File: config.mk
export PLATFORM = sky130hd
export DESIGN_NAME = cpu_run_ctrl_flat
export DESIGN_NICKNAME = d
export VERILOG_FILES = /design/src/rtl/cpu_run_ctrl_pkg.sv /design/src/rtl/cpu_run_ctrl_if.sv /design/src/rtl/cpu_run_ctrl_run_cycle_counter.sv /design/src/rtl/cpu_run_ctrl.sv /design/src/flat_wrapper.sv
export SDC_FILE = /design/constraint.sdc
export NUM_CORES = 1
export LEC_CHECK = 0
export BUFFER_PORTS_ARGS = -buffer_cell sky130_fd_sc_hd__buf_2
export CAP_MARGIN = 25
export CORE_ASPECT_RATIO = 0.75
export CORE_MARGIN = 2
export CORE_UTILIZATION = 25
export CTS_CLUSTER_DIAMETER = 60
export DETAILED_ROUTE_END_ITERATION = 8
export PLACE_DENSITY = 0.5
export SLEW_MARGIN = 5
export SYNTH_ARGS = -nofsm -noshare
export SYNTH_HDL_FRONTEND = slang
export SYNTH_SLANG_ARGS = --single-unit
File: constraint.sdc
create_clock -name clk_i -period 3.3 [get_ports clk_i]
set_input_delay 0.495 -clock clk_i [delete_from_list [all_inputs] [get_ports clk_i]]
set_output_delay 0.495 -clock clk_i [all_outputs]
set_load 0.01 [all_outputs]
File: src/rtl/cpu_run_ctrl_pkg.sv
// Shared types and default widths for the CPU bring-up run controller.
// Contents: sequencer state encoding and the default instruction-memory,
// register-file and run-counter widths used by the controller and interface.
package cpu_run_ctrl_pkg;

    localparam int unsigned DEF_IMEM_AW = 7;
    localparam int unsigned DEF_RF_AW   = 5;
    localparam int unsigned DEF_CNT_W   = 16;

    typedef enum logic [2:0] {
        ST_IDLE = 3'd0,
        ST_LOAD = 3'd1,
        ST_RUN  = 3'd2,
        ST_DUMP = 3'd3,
        ST_DONE = 3'd4
    } state_t;

endpackage

File: src/rtl/cpu_run_ctrl_if.sv
// Bus bundle between the run controller, the host stream side and the CPU.
// Groups the program-load stream (ld_*), the IM write port (imem_*), the CPU
// reset/clock-enable controls, the RF debug read port (rf_rd_*) and the
// register dump stream (dump_*).
//   slave  : the controller's view (drives ld_ready, imem_*, cpu_*, rf_rd_addr, dump_*)
//   master : the host/CPU environment's view (drives ld_* data, rf_rd_data, dump_ready)
interface cpu_run_ctrl_if #(
    parameter int unsigned IMEM_AW = cpu_run_ctrl_pkg::DEF_IMEM_AW,
    parameter int unsigned RF_AW   = cpu_run_ctrl_pkg::DEF_RF_AW
);
    logic               ld_valid_i;
    logic [31:0]        ld_data_i;
    logic               ld_last_i;
    logic               ld_ready_o;

    logic               imem_we_o;
    logic [IMEM_AW-1:0] imem_addr_o;
    logic [31:0]        imem_wdata_o;

    logic               cpu_rst_n_o;
    logic               cpu_ce_o;

    logic [RF_AW-1:0]   rf_rd_addr_o;
    logic [31:0]        rf_rd_data_i;

    logic               dump_valid_o;
    logic [RF_AW-1:0]   dump_idx_o;
    logic [31:0]        dump_data_o;
    logic               dump_ready_i;

    modport slave (
        input  ld_valid_i, ld_data_i, ld_last_i, rf_rd_data_i, dump_ready_i,
        output ld_ready_o, imem_we_o, imem_addr_o, imem_wdata_o,
               cpu_rst_n_o, cpu_ce_o, rf_rd_addr_o,
               dump_valid_o, dump_idx_o, dump_data_o
    );

    modport master (
        output ld_valid_i, ld_data_i, ld_last_i, rf_rd_data_i, dump_ready_i,
        input  ld_ready_o, imem_we_o, imem_addr_o, imem_wdata_o,
               cpu_rst_n_o, cpu_ce_o, rf_rd_addr_o,
               dump_valid_o, dump_idx_o, dump_data_o
    );

endinterface

File: src/rtl/cpu_run_ctrl_run_cycle_counter.sv
// Loadable down-counter that times the CPU run phase.
// Ports:
//   clk_i, rst_i  clock, asynchronous active-high reset
//   load_i        load load_val_i (takes priority over dec_i)
//   load_val_i    value to load
//   dec_i         decrement by one (saturates at zero)
//   zero_o        count is zero
//   last_o        count is one, i.e. this is the final decrement
module run_cycle_counter #(
    parameter int unsigned CNT_W = 16
) (
    input  logic             clk_i,
    input  logic             rst_i,
    input  logic             load_i,
    input  logic [CNT_W-1:0] load_val_i,
    input  logic             dec_i,
    output logic             zero_o,
    output logic             last_o
);

    logic [CNT_W-1:0] cnt_q, cnt_d;

    always_ff @(posedge clk_i or posedge rst_i) begin
        if (rst_i) begin
            cnt_q <= '0;
        end else begin
            cnt_q <= cnt_d;
        end
    end

    always_comb begin
        cnt_d = cnt_q;
        if (load_i) begin
            cnt_d = load_val_i;
        end else if (dec_i && !zero_o) begin
            cnt_d = cnt_q - 1'b1;
        end
    end

    assign zero_o = (cnt_q == '0);
    assign last_o = (cnt_q == CNT_W'(1));

endmodule

File: src/rtl/cpu_run_ctrl.sv
// Bring-up sequencer for the single-cycle CPU: loads a program into IM from a
// valid/ready stream with the CPU in reset, runs the CPU for a fixed number of
// clock-enabled cycles, then freezes it and streams out every RF entry.
// Ports:
//   clk_i, rst_i  clock, asynchronous active-high reset
//   start_i       start request, accepted in IDLE or DONE
//   cycles_i      run length in CPU cycles, latched on an accepted start
//   bus           load stream, IM write port, CPU controls, RF read, dump stream
//   busy_o        high in LOAD, RUN, DUMP
//   done_o        high in DONE
//   load_cnt_o    words written by the most recent load
module cpu_run_ctrl
    import cpu_run_ctrl_pkg::*;
#(
    parameter int unsigned IMEM_AW = DEF_IMEM_AW,
    parameter int unsigned CNT_W   = DEF_CNT_W,
    parameter int unsigned RF_AW   = DEF_RF_AW
) (
    input  logic               clk_i,
    input  logic               rst_i,
    input  logic               start_i,
    input  logic [CNT_W-1:0]   cycles_i,
    cpu_run_ctrl_if.slave      bus,
    output logic               busy_o,
    output logic               done_o,
    output logic [IMEM_AW:0]   load_cnt_o
);

    state_t             state_q, state_d;
    logic [IMEM_AW-1:0] waddr_q, waddr_d;
    logic [IMEM_AW:0]   load_cnt_q, load_cnt_d;
    logic [RF_AW-1:0]   idx_q, idx_d;

    logic start_ok, ld_fire, load_end, dump_fire, dump_end;
    logic run_zero, run_last;

    assign start_ok  = start_i && ((state_q == ST_IDLE) || (state_q == ST_DONE));
    assign ld_fire   = (state_q == ST_LOAD) && bus.ld_valid_i;
    // A full memory ends the load even without ld_last_i.
    assign load_end  = ld_fire && (bus.ld_last_i || (waddr_q == '1));
    assign dump_fire = (state_q == ST_DUMP) && bus.dump_ready_i;
    assign dump_end  = dump_fire && (idx_q == '1);

    // Loaded on start so the zero flag already answers "skip RUN?" at load end.
    run_cycle_counter #(
        .CNT_W (CNT_W)
    ) u_run_cnt (
        .clk_i      (clk_i),
        .rst_i      (rst_i),
        .load_i     (start_ok),
        .load_val_i (cycles_i),
        .dec_i      (state_q == ST_RUN),
        .zero_o     (run_zero),
        .last_o     (run_last)
    );

    // State register
    always_ff @(posedge clk_i or posedge rst_i) begin
        if (rst_i) begin
            state_q <= ST_IDLE;
        end else begin
            state_q <= state_d;
        end
    end

    // Next-state logic
    always_comb begin
        state_d = state_q;
        case (state_q)
            ST_IDLE, ST_DONE: if (start_ok) state_d = ST_LOAD;
            ST_LOAD:          if (load_end) state_d = run_zero ? ST_DUMP : ST_RUN;
            ST_RUN:           if (run_last) state_d = ST_DUMP;
            ST_DUMP:          if (dump_end) state_d = ST_DONE;
            default:          state_d = ST_IDLE;
        endcase
    end

    // Load address, load count and dump index
    always_ff @(posedge clk_i or posedge rst_i) begin
        if (rst_i) begin
            waddr_q    <= '0;
            load_cnt_q <= '0;
            idx_q      <= '0;
        end else begin
            waddr_q    <= waddr_d;
            load_cnt_q <= load_cnt_d;
            idx_q      <= idx_d;
        end
    end

    always_comb begin
        waddr_d    = waddr_q;
        load_cnt_d = load_cnt_q;
        idx_d      = idx_q;
        if (start_ok) begin
            waddr_d    = '0;
            load_cnt_d = '0;
            idx_d      = '0;
        end
        if (ld_fire) begin
            waddr_d    = waddr_q + 1'b1;
            load_cnt_d = load_cnt_q + 1'b1;
        end
        if (dump_fire) begin
            idx_d = idx_q + 1'b1;
        end
    end

    // Output logic
    always_comb begin
        bus.ld_ready_o   = 1'b0;
        bus.imem_we_o    = 1'b0;
        bus.cpu_rst_n_o  = 1'b0;
        bus.cpu_ce_o     = 1'b0;
        bus.dump_valid_o = 1'b0;
        bus.dump_data_o  = '0;
        busy_o           = 1'b0;
        done_o           = 1'b0;
        case (state_q)
            ST_LOAD: begin
                busy_o        = 1'b1;
                bus.ld_ready_o = 1'b1;
                bus.imem_we_o  = bus.ld_valid_i;
            end
            ST_RUN: begin
                busy_o          = 1'b1;
                bus.cpu_rst_n_o = 1'b1;
                bus.cpu_ce_o    = 1'b1;
            end
            ST_DUMP: begin
                busy_o           = 1'b1;
                bus.cpu_rst_n_o  = 1'b1;
                bus.dump_valid_o = 1'b1;
                bus.dump_data_o  = bus.rf_rd_data_i;
            end
            ST_DONE: begin
                done_o          = 1'b1;
                bus.cpu_rst_n_o = 1'b1;
            end
            default: ;
        endcase
    end

    assign bus.imem_addr_o  = waddr_q;
    assign bus.imem_wdata_o = bus.ld_data_i;
    assign bus.rf_rd_addr_o = idx_q;
    assign bus.dump_idx_o   = idx_q;
    assign load_cnt_o       = load_cnt_q;

endmodule

File: src/flat_wrapper.sv
// flat-port wrapper written by rule: the top's interface ports become plain ports
module cpu_run_ctrl_flat import cpu_run_ctrl_pkg::*;
#(
    parameter int unsigned IMEM_AW = DEF_IMEM_AW,
    parameter int unsigned CNT_W   = DEF_CNT_W,
    parameter int unsigned RF_AW   = DEF_RF_AW
)
  (clk_i, rst_i, start_i, cycles_i, busy_o, done_o, load_cnt_o, bus_ld_valid_i, bus_ld_data_i, bus_ld_last_i, bus_rf_rd_data_i, bus_dump_ready_i, bus_ld_ready_o, bus_imem_we_o, bus_imem_addr_o, bus_imem_wdata_o, bus_cpu_rst_n_o, bus_cpu_ce_o, bus_rf_rd_addr_o, bus_dump_valid_o, bus_dump_idx_o, bus_dump_data_o);
  cpu_run_ctrl_if #(.IMEM_AW(IMEM_AW), .RF_AW(RF_AW)) bus_i ();
  input  logic clk_i;
  input  logic rst_i;
  input  logic start_i;
  input  logic [CNT_W-1:0] cycles_i;
  output logic busy_o;
  output logic done_o;
  output logic [IMEM_AW:0] load_cnt_o;
  input wire logic [$bits(bus_i.ld_valid_i)-1:0] bus_ld_valid_i;
  input wire logic [$bits(bus_i.ld_data_i)-1:0] bus_ld_data_i;
  input wire logic [$bits(bus_i.ld_last_i)-1:0] bus_ld_last_i;
  input wire logic [$bits(bus_i.rf_rd_data_i)-1:0] bus_rf_rd_data_i;
  input wire logic [$bits(bus_i.dump_ready_i)-1:0] bus_dump_ready_i;
  output wire logic [$bits(bus_i.ld_ready_o)-1:0] bus_ld_ready_o;
  output wire logic [$bits(bus_i.imem_we_o)-1:0] bus_imem_we_o;
  output wire logic [$bits(bus_i.imem_addr_o)-1:0] bus_imem_addr_o;
  output wire logic [$bits(bus_i.imem_wdata_o)-1:0] bus_imem_wdata_o;
  output wire logic [$bits(bus_i.cpu_rst_n_o)-1:0] bus_cpu_rst_n_o;
  output wire logic [$bits(bus_i.cpu_ce_o)-1:0] bus_cpu_ce_o;
  output wire logic [$bits(bus_i.rf_rd_addr_o)-1:0] bus_rf_rd_addr_o;
  output wire logic [$bits(bus_i.dump_valid_o)-1:0] bus_dump_valid_o;
  output wire logic [$bits(bus_i.dump_idx_o)-1:0] bus_dump_idx_o;
  output wire logic [$bits(bus_i.dump_data_o)-1:0] bus_dump_data_o;
  assign bus_i.ld_valid_i = bus_ld_valid_i;
  assign bus_i.ld_data_i = bus_ld_data_i;
  assign bus_i.ld_last_i = bus_ld_last_i;
  assign bus_i.rf_rd_data_i = bus_rf_rd_data_i;
  assign bus_i.dump_ready_i = bus_dump_ready_i;
  assign bus_ld_ready_o = bus_i.ld_ready_o;
  assign bus_imem_we_o = bus_i.imem_we_o;
  assign bus_imem_addr_o = bus_i.imem_addr_o;
  assign bus_imem_wdata_o = bus_i.imem_wdata_o;
  assign bus_cpu_rst_n_o = bus_i.cpu_rst_n_o;
  assign bus_cpu_ce_o = bus_i.cpu_ce_o;
  assign bus_rf_rd_addr_o = bus_i.rf_rd_addr_o;
  assign bus_dump_valid_o = bus_i.dump_valid_o;
  assign bus_dump_idx_o = bus_i.dump_idx_o;
  assign bus_dump_data_o = bus_i.dump_data_o;
  cpu_run_ctrl #(.IMEM_AW(IMEM_AW), .CNT_W(CNT_W), .RF_AW(RF_AW)) u_core (.clk_i(clk_i), .rst_i(rst_i), .start_i(start_i), .cycles_i(cycles_i), .bus(bus_i), .busy_o(busy_o), .done_o(done_o), .load_cnt_o(load_cnt_o));
endmodule
# After elaboration in Yosys (flattened, before gate mapping)
# Cells that the tools add are included.
word_totals:
  elab_cells: 60
  register_bits: 39
  inputBits: 86
classes:
  eq_ne: 11
  add_sub_neg: 4
  n_reduce_logical: 18
  muxes: 22
op_table:
  columns: ["cell", "n"]
  rows:
  - ["$mux W16", 2]
  - ["$mux W32", 1]
  - ["$eq A16 B1 Y1 const B", 1]
  - ["$logic_not A16 Y1", 1]
  - ["$mux W8", 2]
  - ["$sub A16 B1 Y16 const B", 1]
  - ["$mux W7", 2]
  - ["$mux W3", 4]
  - ["$pmux W3 S4", 1]
  - ["$mux W5", 2]
  - ["$add A8 B1 Y8 const B", 1]
  - ["$mux W1", 8]
  - ["$ne A2 B1 Y1 const B", 4]
  - ["$add A7 B1 Y7 const B", 1]
  - ["$eq A7 B7 Y1 const B", 1]
  - ["$eq A3 B2 Y1 const B", 2]
  - ["$logic_and A1 B1 Y1", 6]
  - ["$reduce_bool A2 Y1", 3]
  - ["$reduce_or A3 Y1", 2]
  - ["$add A5 B1 Y5 const B", 1]
  - ["$eq A5 B5 Y1 const B", 1]
  - ["$reduce_and A4 Y1", 1]
  - ["$eq A3 B1 Y1 const B", 1]
  - ["$eq A3 B3 Y1 const B", 1]
  - ["4 further kinds", 5]

# Depth between registers and ports, before layout
logic_depth:
  ltp_word: 5
  ltp_mapped: 8

# Hierarchy
# Synthesis repeated with hierarchy kept, for this count alone.
hier_totals:
  hier_cells: 319
  hier_area_um2: 2778.9
modules_own_cells:
  columns: ["mod", "cells_per_inst", "area_each_um2", "n_inst"]
  rows:
  - ["cpu_run_ctrl", 203, 1700.4, 1]
  - ["run_cycle_counter", 116, 1078.5, 1]

# Worst setup path after synthesis
# Ideal clock, no wire load.
synth_path:
  path_type: "reg-to-output"
  startpoint: "register u_core.state_q[2]"
  endpoint: "output port bus_dump_data_o[25]"
  path_buffers: 2
  t_arrival_ns: 1.422
  stages_incl_launch_ff: 5
  slack_ns: 1.383
  path_cell_list: "dfrtp_1 and3b_1 clkbuf_1 clkbuf_1 and2_1"
synth_between:
  elab_chain_cells: 2
synth_rtl:
  columns: ["item", "line", "rtl"]
  rows:
  - ["start: declaration", "cpu_run_ctrl.sv:29", "state_t state_q, state_d;"]
  - ["start signal: assignment", "cpu_run_ctrl.sv:62", "state_q <= state_d;"]
  - ["$eq A3 B2 Y1", "cpu_run_ctrl.sv:119", "case (state_q)"]
  - ["$mux W32", "cpu_run_ctrl.sv:119", null]
  - ["end: declaration", "flat_wrapper.sv:31", "output wire logic [$bits(bus_i.dump_data_o)-1:0] bus_dump_data_o;"]
# Every way passes these cells.

# Worst setup path in the final report
layout_path:
  startpoint: "register u_core.state_q[0]"
  endpoint: "output port bus_dump_valid_o"
layout_between:
  elab_chain_cells: 2
layout_rtl:
  columns: ["item", "line", "rtl"]
  rows:
  - ["$eq A3 B2 Y1", "cpu_run_ctrl.sv:119", null]
  - ["$mux W1", "cpu_run_ctrl.sv:119", null]
  - ["end: declaration", "flat_wrapper.sv:29", "output wire logic [$bits(bus_i.dump_valid_o)-1:0] bus_dump_valid_o;"]
# Every way passes these cells.

==> flow_results.xml <==
<?xml version="1.0" encoding="UTF-8"?>
<metrics>
  <group name="final_layout">
    <metric name="antenna_cells" unit="">0</metric>
    <metric name="layout.filler_cells" unit="">1109</metric>
    <metric name="final_layout_size_suffix_gt1_share" unit="%">35.4</metric>
    <metric name="flow.area_growth_from_synthesis" unit="%">23.1</metric>
    <metric name="finalNetCount" unit="">487</metric>
    <metric name="finish.cell_count_without_fillers" unit="">531</metric>
    <metric name="post-route-cell-area" unit="sq um">3330</metric>
  </group>
  <group name="sta">
    <metric name="rsz0062_at_grt" unit="">no</metric>
    <metric name="tightest_slew" unit="ns">0.815</metric>
    <metric name="setup_tns" unit="ns">0</metric>
    <metric name="clock-skew-final" unit="ns">0.00503</metric>
    <metric name="fin_crit_sh" unit="%">73.8</metric>
    <metric name="maxSlewHeadroom" unit="%">45.7</metric>
    <metric name="layout_min_cycle_time" unit="ns">2.44</metric>
    <metric name="hold_violations" unit="">0</metric>
    <metric name="final_setup_violation_count" unit="">0</metric>
    <metric name="final-max-slew-violation-count" unit="">0</metric>
    <metric name="achievable_clock_frequency" unit="MHz">410</metric>
  </group>
  <group name="clocking">
    <metric name="cts.path.max_buffers" unit="">2</metric>
    <metric name="cts_tree" unit="">done</metric>
    <metric name="cts_max_level" unit="">2</metric>
    <metric name="clock_tree.root_cell" unit="">sky130_fd_sc_hd__clkbuf_16</metric>
    <metric name="cts.sink_count" unit="">39</metric>
    <metric name="tritoncts.num_buffers" unit="">5</metric>
    <metric name="post_cts_resized" unit="">0</metric>
    <metric name="post_cts.repair.setup_buffers" unit="">0</metric>
    <metric name="worst_skew_pair.late_latency" unit="ns">0.28</metric>
    <metric name="ctsHoldBuffers" unit="">0</metric>
    <metric name="cts.reportedPaths.clkPinSlew" unit="ns">0.06</metric>
  </group>
  <group name="global_routing">
    <metric name="grt_overflow" unit="">0</metric>
    <metric name="globalRouteTotalUtil" unit="%">12.7</metric>
    <metric name="initial_antenna_violation_count" unit="">0</metric>
    <metric name="first_global_vias" unit="">2300</metric>
    <metric name="grt_max_degree" unit="">40</metric>
    <metric name="first_pass_grt_wire_length" unit="mm">11.5</metric>
  </group>
  <group name="pwr">
    <metric name="power.leakage" unit="uW">0.00167</metric>
    <metric name="worst_ir_drop_vdd" unit="V">0.000249</metric>
    <metric name="power_density" unit="nW/um^2">707</metric>
  </group>
  <group name="critical_path">
    <metric name="critPathMaxFanout" unit="">33</metric>
    <metric name="cp-end-kind" unit="">output port</metric>
    <metric name="cp_num_buf_inv" unit="">2</metric>
    <metric name="cpMaxStageDelayCell" unit="">sky130_fd_sc_hd__and3b_1</metric>
    <metric name="worst_path_required" unit="ns">2.80</metric>
    <metric name="regToRegEndpoint" unit="">u_core.bus.imem_addr_o[4]$_DFFE_PP0P_</metric>
    <metric name="setup.worst_path.start_class" unit="">flop</metric>
    <metric name="r2r-start" unit="">u_core.state_q[0]$_DFFE_PP0P_</metric>
    <metric name="crit_arrival" unit="ns">1.94</metric>
    <metric name="worstPathCellList" unit="">and3b_1, buf_4, buf_2</metric>
    <metric name="worst_r2r_path_depth" unit="">6</metric>
    <metric name="critPathTopFamily" unit="">simple AND/OR/NAND/NOR gates</metric>
    <metric name="rrSetupSlack" unit="ns">1.25</metric>
    <metric name="path_class" unit="">reg2out</metric>
    <metric name="crit_path_max_incr_delay" unit="ns">0.74</metric>
  </group>
  <group name="die">
    <metric name="initial_utilization" unit="%">26.0</metric>
    <metric name="floorplan.die.height" unit="um">94.0</metric>
    <metric name="full_die_area" unit="sq um">11700</metric>
    <metric name="io-pin-count" unit="">182</metric>
    <metric name="die_width" unit="um">124</metric>
    <metric name="core_region_area" unit="sq um">10400</metric>
    <metric name="count_of_standard_cell_rows" unit="">32</metric>
  </group>
  <group name="placement">
    <metric name="dpl_cell_area" unit="sq um">3150</metric>
    <metric name="number_of_i_o_port_buffers" unit="">117</metric>
    <metric name="final_weighted_congestion_in_routability_driven_placement" unit="">0.812</metric>
    <metric name="dp_hpwl" unit="mm">5.90</metric>
    <metric name="place_inst" unit="">523</metric>
  </group>
  <group name="drt">
    <metric name="route.detailed.wl_per_inst" unit="um">14.1</metric>
    <metric name="dr_total_vias" unit="">2430</metric>
    <metric name="detail_route.drc_violations" unit="">0</metric>
    <metric name="detailedRoute.firstPassIterationCount" unit="">4</metric>
    <metric name="post_drt_via_cell_ratio" unit="">4.58</metric>
    <metric name="drt-total-wl" unit="mm">7.51</metric>
    <metric name="drt.antenna.violating_nets" unit="">0</metric>
    <metric name="drt-initial-drc-count" unit="">145</metric>
  </group>
  <group name="logic_synthesis">
    <metric name="synthesis.instances" unit="">316</metric>
    <metric name="combined_area_of_all_synthesized_cells" unit="sq um">2700</metric>
    <metric name="avgSynthCellArea" unit="sq um">8.55</metric>
    <metric name="synthFlopType" unit="">sky130_fd_sc_hd__dfrtp_1</metric>
    <metric name="synthesis_warnings" unit="">0</metric>
    <metric name="synth.net_count" unit="">409</metric>
    <metric name="ys_seq_area_share" unit="%">36.1</metric>
    <metric name="fraction_of_registers_with_async_set_reset" unit="%">100</metric>
    <metric name="count_of_flip_flops_with_a_built_in_enable_after_synthesis" unit="">0</metric>
    <metric name="synth_seq_cells" unit="">39</metric>
    <metric name="synth_cell_type_count" unit="">43</metric>
  </group>
  <group name="flow_run">
    <metric name="max_cap_violation_count" unit="">0</metric>
  </group>
  <group name="min_path">
    <metric name="timing.hold.worst.class" unit="">in2async</metric>
  </group>
  <group name="outcome">
    <metric name="run_status" unit="">finished, final reports clean</metric>
  </group>
</metrics>
==> synthesized netlist by cell type (3+ instances only) <==
library cell               instances  area share (%)
sky130_fd_sc_hd__o31ai_1           4             1.1
sky130_fd_sc_hd__o21ai_1          31             5.7
sky130_fd_sc_hd__nand2b_1          3            0.69
sky130_fd_sc_hd__inv_1             4            0.56
sky130_fd_sc_hd__and2_1           34             7.9
sky130_fd_sc_hd__nand3b_1          3            0.83
sky130_fd_sc_hd__nand3_1          20             3.7
sky130_fd_sc_hd__nand2_1          41             5.7
sky130_fd_sc_hd__nor4_2            4             1.9
sky130_fd_sc_hd__nor3_1            4            0.74
sky130_fd_sc_hd__nor2_1           13             1.8
sky130_fd_sc_hd__buf_4            37              10
sky130_fd_sc_hd__buf_2             3            0.56
sky130_fd_sc_hd__a21oi_1           5            0.93
sky130_fd_sc_hd__xnor2_1           6             1.9
sky130_fd_sc_hd__clkbuf_1          9             1.2
sky130_fd_sc_hd__dfrtp_1          39              36
sky130_fd_sc_hd__nand4_1           7             1.6
sky130_fd_sc_hd__and3_1            4            0.93
sky130_fd_sc_hd__xor2_1           10             3.2
sky130_fd_sc_hd__ha_1              7             3.2
sky130_fd_sc_hd__mux2i_1           3             1.1
==> power by group <==
| group | internal (uW) | switching [uW] |
|---|---|---|
| clock | 376 | 187 |
| combinational | 432 | 554 |
| sequential | 619 | 184 |
| total | 1430 | 925 |
==> worst min-delay path: cells and delay by family <==
kind,cells,cell delay [ns]
buf+inv,3,0.56
==> area by class of cell <==
type	instances	area [sq um]	area share, %
Clock buffer	6	139	4.17
Clock inverter	2	35.0	1.05
Inverter	5	18.8	0.564
Multi-Input combinational cell	223	1380	41.5
Sequential cell	39	976	29.3
Tap cell	136	170	5.11
Timing Repair Buffer	120	608	18.3
==> sequential cells by signal (all words and copies together), names as in the netlist <==
| signal | cells |
|---|---|
| u_core.state_q | 3 |
| u_core.bus.dump_idx_o | 5 |
| u_core.load_cnt_o | 8 |
| u_core.bus.imem_addr_o | 7 |
| u_core.u_run_cnt.cnt_q | 16 |
==> how the worst max path moves through the flow <==
stage	startpoint	to	slack [ns]	cells after the start
6_report	u_core.state_q[0]$_DFFE_PP0P_	bus_dump_valid_o	0.86	3
5_1_grt	u_core.state_q[0]$_DFFE_PP0P_	bus_dump_valid_o	0.66	3
4_1_cts	u_core.state_q[0]$_DFFE_PP0P_	bus_dump_valid_o	0.84	3
3_5_place_dp	u_core.state_q[0]$_DFFE_PP0P_	bus_dump_valid_o	1.14	3
3_3_place_gp	u_core.state_q[0]$_DFFE_PP0P_	bus_dump_valid_o	1.22	3
2_1_floorplan	u_core.state_q[2]$_DFFE_PP0P_	bus_dump_data_o[25]	1.38	4
==> layer usage <==
metal / part of all wire [%] / track usage [%]
met4: 1.1 / 3.09
met1: 41 / 15.3
met3: 7.0 / 2.73
met2: 50 / 22.9
met5: 0 / 0
==> cell families (layout without fill, tap and decap cells) <==
logic type               Yosys count  count (layout)  synth area share [%]
AO/OA/AOI/OAI                     49              49                  10.3
XOR/XNOR                          16              16                  5.19
adder cells (fa/ha/maj)            7               7                  3.24
buffers and inverters             54             133                  12.8
flip-flops                        39              39                  36.1
multiplexers                       3               3                  1.11
AND/OR/NAND/NOR                  148             148                  31.3
==> metrics by stage <==
step	power [uW]	hold slack [ns]	worst slack [ns]	util [%]
3_3_place_gp	1800	0.460	1.22	30.3
5_1_grt	2540	0.415	0.660	32.0
4_1_cts	2390	0.373	0.843	32.0
2_1_floorplan	1530	0.509	1.38	-
6_report	2350	0.338	0.863	32.0
3_5_place_dp	1800	0.472	1.14	30.3
==> cells in the final DEF, fill, tap and decap left out, drive strengths merged, types with 5 or more instances in the layout <==
master  count
buf       120
nand2      41
dfrtp      39
and2       34
o21ai      31
nand3      20
nor2       13
xor2       10
nand4       7
ha          7
xnor2       6
clkbuf      6
nor4        6
nor3        6
a21oi       5
inv         5
Power figures use the tool's default switching activity.
